<file path="src/rtl/sdram_test_master.sv">
// sdram_test_master: Avalon-MM memory test master. It writes a seeded pattern
// over a word range, reads it back with pipelined reads and compares each word.
// Ports: CLK/RST (async, active-high); start -> busy/done/pass/err_count/
// first_err_addr results; avm_* is the Avalon-MM master toward the SDRAM slave.
// Optional build macro SDRAM_TEST_STOP_ON_ERR_EN: stop at the first mismatch.
module sdram_test_master #(
  parameter int          ADDR_W    = 24,
  parameter int          DATA_W    = 16,
  parameter int          BASE_ADDR = 0,
  parameter int          NUM_WORDS = 1024,
  parameter int          MAX_PEND  = 4,
  parameter logic [15:0] SEED      = 16'hA5C3
) (
  input  logic              CLK,
  input  logic              RST,
  input  logic              start,
  output logic              busy,
  output logic              done,
  output logic              pass,
  output logic [15:0]       err_count,
  output logic [ADDR_W-1:0] first_err_addr,
  output logic [ADDR_W-1:0] avm_address,
  output logic              avm_read,
  output logic              avm_write,
  output logic [DATA_W-1:0] avm_writedata,
  output logic [1:0]        avm_byteenable,
  input  logic              avm_waitrequest,
  input  logic [DATA_W-1:0] avm_readdata,
  input  logic              avm_readdatavalid
);

  localparam int CNT_W  = ADDR_W + 1;
  localparam int PEND_W = $clog2(MAX_PEND + 1);
  localparam logic [ADDR_W-1:0] BASE  = ADDR_W'(BASE_ADDR);
  localparam logic [ADDR_W-1:0] LAST  = ADDR_W'(NUM_WORDS - 1);
  localparam logic [CNT_W-1:0]  TOTAL = CNT_W'(NUM_WORDS);
  localparam logic [PEND_W-1:0] PMAX  = PEND_W'(MAX_PEND);

`ifdef SDRAM_TEST_STOP_ON_ERR_EN
  localparam logic STOP_EN = 1'b1;
`else
  localparam logic STOP_EN = 1'b0;
`endif

  typedef enum logic [2:0] {
    IDLE, WRITE, READ, DRAIN, DONE
  } state_t;

  state_t state, state_nx;

  logic [ADDR_W-1:0] idx;
  logic [CNT_W-1:0]  cmp_idx;
  logic [PEND_W-1:0] pending;
  logic [15:0]       err_q;
  logic [ADDR_W-1:0] first_q;
  logic              pass_q;
  logic              stopped;

  logic cmd_rd, cmd_wr;
  logic acc, rd_acc, last;
  logic rsp, rsp_dec, cmp_en, mism;

  function automatic logic [DATA_W-1:0] pat(input logic [ADDR_W-1:0] i);
    logic [31:0] t;
    t = 32'(i);
    return DATA_W'(SEED ^ t[15:0] ^ t[31:16]);
  endfunction

  assign last    = (idx == LAST);
  assign acc     = (cmd_rd | cmd_wr) & ~avm_waitrequest;
  assign rd_acc  = cmd_rd & ~avm_waitrequest;
  assign rsp     = avm_readdatavalid &
                   ((state == READ) | (state == DRAIN));
  assign rsp_dec = rsp & (pending != '0);
  // after a stop, late responses only drain the pipe
  assign cmp_en  = rsp & ~stopped;
  assign mism    = cmp_en &
                   (avm_readdata != pat(cmp_idx[ADDR_W-1:0]));

  always_ff @(posedge CLK or posedge RST) begin
    if (RST) state <= IDLE;
    else     state <= state_nx;
  end

  always_comb begin
    state_nx = state;
    cmd_wr   = 1'b0;
    cmd_rd   = 1'b0;
    busy     = 1'b0;
    done     = 1'b0;
    unique case (state)
      IDLE: begin
        if (start) state_nx = WRITE;
      end
      WRITE: begin
        busy   = 1'b1;
        cmd_wr = 1'b1;
        if (!avm_waitrequest && last) state_nx = READ;
      end
      READ: begin
        busy   = 1'b1;
        // registered pending: a same-cycle response frees no slot
        cmd_rd = (pending < PMAX) & ~stopped;
        if ((rd_acc && last) || (STOP_EN && mism))
          state_nx = DRAIN;
      end
      DRAIN: begin
        busy = 1'b1;
        if (pending == '0 && (cmp_idx == TOTAL || stopped))
          state_nx = DONE;
      end
      DONE: begin
        done     = 1'b1;
        state_nx = IDLE;
      end
      default: state_nx = IDLE;
    endcase
  end

  always_ff @(posedge CLK or posedge RST) begin
    if (RST) begin
      idx     <= '0;
      cmp_idx <= '0;
      pending <= '0;
      err_q   <= '0;
      first_q <= '0;
      pass_q  <= 1'b0;
      stopped <= 1'b0;
    end else if (state == IDLE) begin
      if (start) begin
        idx     <= '0;
        cmp_idx <= '0;
        pending <= '0;
        err_q   <= '0;
        first_q <= '0;
        pass_q  <= 1'b0;
        stopped <= 1'b0;
      end
    end else begin
      if (acc) idx <= last ? '0 : idx + ADDR_W'(1);
      if (rd_acc && !rsp_dec)
        pending <= pending + PEND_W'(1);
      else if (!rd_acc && rsp_dec)
        pending <= pending - PEND_W'(1);
      if (cmp_en) cmp_idx <= cmp_idx + CNT_W'(1);
      if (mism) begin
        if (err_q != 16'hFFFF) err_q <= err_q + 16'd1;
        if (err_q == 16'd0)
          first_q <= BASE + cmp_idx[ADDR_W-1:0];
        stopped <= STOP_EN;
      end
      // pass is valid in the same cycle done pulses
      if (state_nx == DONE) pass_q <= (err_q == 16'd0);
    end
  end

  assign avm_write      = cmd_wr;
  assign avm_read       = cmd_rd;
  assign avm_byteenable = 2'b11;
  assign avm_address    = (cmd_rd | cmd_wr) ? BASE + idx : '0;
  assign avm_writedata  = cmd_wr ? pat(idx) : '0;
  assign err_count      = err_q;
  assign first_err_addr = first_q;
  assign pass           = pass_q;

endmodule
</file>
<file path="config.mk">
export PLATFORM = sky130hd
export DESIGN_NAME = sdram_test_master
export DESIGN_NICKNAME = d
export VERILOG_FILES = /design/src/rtl/sdram_test_master.sv
export SDC_FILE = /design/constraint.sdc
export NUM_CORES = 1
export LEC_CHECK = 0
export CORE_MARGIN = 10
export CORE_UTILIZATION = 55
export CTS_CLUSTER_SIZE = 16
export DETAILED_ROUTE_END_ITERATION = 10
export DONT_BUFFER_PORTS = 1
export PLACE_DENSITY_LB_ADDON = 0.25
export SYNTH_ARGS = -nofsm -noshare
export SYNTH_HDL_FRONTEND = slang
export SYNTH_SLANG_ARGS = --single-unit
</file>
<file path="constraint.sdc">
create_clock -name CLK -period 4.5 [get_ports CLK]
set_input_delay 0.9 -clock CLK [delete_from_list [all_inputs] [get_ports CLK]]
set_output_delay 0.9 -clock CLK [all_outputs]
set_load 0.005 [all_outputs]
</file>
==> flow_metrics.py <==
metrics = {
    "clock_network": {
        "cts.hold.buffers_added": 0,
        "clk_latency_ns": 0.37,
        "clock_tree.buffer_depth": 2,
        "ctsRootBufferMaster": "clkbuf_8",
        "tritoncts.num_buffers": 9,
        "cts_tree": "built",
        "postCtsSetupRepairBufs": 0,
        "cts.clk_slew.worst_paths_ns": 0.10,
        "cts_resized": 0,
        "cts_sinks": 96,
        "ctsHtreeMaxLevel": 3,
    },
    "outcome": {
        "result_of_the_run": "completed",
    },
    "job": {
        "max_cap_viol_count": 0,
    },
    "worst_setup_path": {
        "worst-setup-path-type": "reg2out",
        "regToRegStartpoint": "idx[0]$_DFFE_PP0P_",
        "worstSetupStartpointType": "register",
        "cp_num_buf_inv": 0,
        "cpLargestDelayFamily": "simple AND/OR/NAND/NOR gates",
        "crit_slowest_cell": "nor2_1",
        "worstSetupEndpointType": "primary output",
        "timing.critical_path.cells": "nor3b_1, nor2_1, nor2_1, and2_1",
        "timing.reg2reg.setup_slack_ns": 1.73,
        "timing.rr.end": "idx[12]$_DFFE_PP0P_",
        "cell_repeated_most_along_the_worst_path": "nor2_1",
        "r2r.worst_path.cells": 6,
        "cp.arrival_ns": 2.38,
        "timing.critical_path.fanout_max": 20,
        "crit_required_ns": 3.60,
        "delay_of_the_slowest_cell_on_the_worst_path_ns": 0.70,
    },
    "die": {
        "floorplan.die_area_mm2": 0.0152,
        "die_x_um": 123,
        "placeableCoreArea_mm2": 0.0104,
        "floorplan.rows": 37,
        "starting_density": 0.568,
        "die_h_um": 123,
        "io_pins": 108,
    },
    "synthesis": {
        "post-synth-top-area-cell": "dfrtp_1",
        "synth_warnings": 0,
        "ys_async_sr_fraction": 1.00,
        "netlist_area_mm2": 0.00589,
        "post_synth.cell_area_avg_um2": 9.10,
        "syn_inst": 647,
        "post-synth-top-area-fraction": 0.408,
        "synth.ff_latch_count": 96,
        "synth_enable_flop_cells": 0,
        "synth.lib_cells_used.distinct": 65,
        "post-synth-top-count-cell": "dfrtp_1",
        "postSynth.topFlopCell": "dfrtp_1",
        "ys_top_cells_by_count": "dfrtp_1, nand2_1, nor2_1",
        "ys_seq_area_frac": 0.408,
        "top_cells_by_area_synth": "dfrtp_1, mux2i_1, nand2_1",
    },
    "drt": {
        "detail_route.iter0.violations": 451,
        "first_pass_iters": 5,
        "detailroute.via_count": 4703,
        "route.detailed.wl_per_inst_um": 19.9,
        "vias_per_cell": 6.20,
        "finalWirelength_mm": 15.1,
        "postRouteAntennaNets": 0,
        "drcViolationCount": 0,
    },
    "placed_design": {
        "io_buffers": 0,
        "gpl.final_weighted_congestion": 0.877,
        "hpwlAfterDp_mm": 10.9,
    },
    "sta": {
        "relSlewSlack": 0.343,
        "max_freq_mhz": 305,
        "number_of_hold_violations_in_the_final_report": 0,
        "maxSlewViolCount": 0,
        "setup_tns_ns": 0,
        "clock_skew_ns": 0.0105,
        "setup_repair_after_global_routing_missed_its_margin": "false",
        "timing.final.crit_share": 0.728,
        "worst_pin_slew_ns": 0.976,
        "setup-violations-final": 0,
        "finalCriticalPeriod_ns": 3.28,
    },
    "layout": {
        "num-nets-final": 645,
        "post-route-util": 0.586,
        "layout-drive-gt1-share": 0.0578,
        "antenna_cells": 0,
        "areaGrowthSynthToFinish_pct": 3.23,
    },
    "power_and_ir_drop": {
        "power.static_leakage_uw": 0.00276,
        "vdd_drop_max_mv": 0.135,
        "power_density_mw_per_mm2": 268,
    },
    "min_path": {
        "whs_endpoint": "cmp_idx[24]$_DFFE_PP0P_",
        "instance_count_along_the_most_critical_hold_path": 1,
        "hold_path_class": "reg2reg",
        "worstHoldStart": "cmp_idx[24]$_DFFE_PP0P_",
    },
    "global_routing": {
        "gr-total-overflow": 0,
        "grt_pass1_wl_mm": 24.5,
        "vias_in_the_first_global_route": 4608,
        "pin_count_of_the_biggest_net_entering_global_routing": 71,
        "antenna_found_initial": 0,
        "grt_usage": 0.201,
    },
}
[routing by layer]
metal	wire (µm)	vias up	track usage
li1	-	2213	-
met1	6300	2277	0.259
met2	6990	192	0.312
met3	1580	21	0.0638
met4	237	0	0.0721
met5	0	-	0
[worst max-delay path by stage]
stage / start / to / depth (start not counted)
CTS: state[1]$_DFF_PP0_ / avm_address[2] / 4
global route: state[1]$_DFF_PP0_ / avm_address[2] / 4
finish: state[1]$_DFF_PP0_ / avm_address[2] / 4
global placement: avm_readdata[9] / err_count[4]$_DFFE_PP0P_ / 5
floorplan: RST / cmp_idx[0]$_DFFE_PP0P_ / 1
detailed placement: avm_readdata[9] / err_count[4]$_DFFE_PP0P_ / 5
[worst register-to-register path, stage by stage, from the launching register on]
cell	delay, ns
dfrtp_1	0.53
ha_1	0.31
nand3_2	0.19
nor4_1	0.58
a21o_1	0.64
o21ai_0	0.20
a21o_1	0.22
[power breakdown]
part,internal (µW),switching (µW),total [µW]
clock network,276,316,592
registers,879,38.5,918
logic,48.8,72.6,121
total,1200,427,1630
[area by class of cell]
type | instances | area [µm²]
Clock buffer | 11 | 141
Clock inverter | 5 | 63.8
Inverter | 38 | 145
Fill cell | 921 | 4290
Tap cell | 136 | 170
Timing Repair Buffer | 3 | 22.5
Sequential cell | 96 | 2400
Multi-Input combinational cell | 470 | 3130
[kinds of logic after synthesis]
logic type,after synthesis,share of synthesized area
and+or+nand+nor,295,0.272
DFF,96,0.408
AOI/OAI and AO/OA,89,0.0982
buffers and inverters,82,0.0625
xor gates and xnor gates,40,0.0795
muxes,38,0.0657
adders and majority gates,6,0.0140
other,1,0.000637
[state kept, by name (all words and copies together) (netlist names)]
name and count:
state 3, err_count 16, pending 3, idx 24, cmp_idx 25, pass 1, first_err_addr 24
[metrics by stage]
| step | instance area, µm² | total power, µW | setup slack [ns] | hold WS, ns | instances |
|---|---|---|---|---|---|
| final | 6080 | 1630 | 1.22 | 0.513 | 759 |
| after global routing | 6080 | 1700 | 0.922 | 0.514 | 759 |
| after CTS | 6080 | 1640 | 1.20 | 0.496 | 759 |
| after detailed placement | 5870 | 1060 | 1.51 | 0.480 | 743 |
| after global placement | 5870 | 1050 | 1.65 | 0.465 | 743 |
| after floorplan | 5890 | 1030 | 1.09 | 0.449 | 648 |
[cell usage in the layout, fill, tap and decap left out, drive strengths merged, types with 9 or more instances in the layout]
cell	Yosys	layout
or3	9	9
nor3	20	20
dfrtp	96	96
xnor2	21	21
nor2	43	43
nor4	21	21
nand3	31	31
inv	38	39
and2	30	30
clkbuf	25	11
o21ai	30	30
mux2i	36	36
a21oi	18	18
nand4	22	22
xor2	11	11
nand2	77	77
Power figures use the tool's default switching activity.
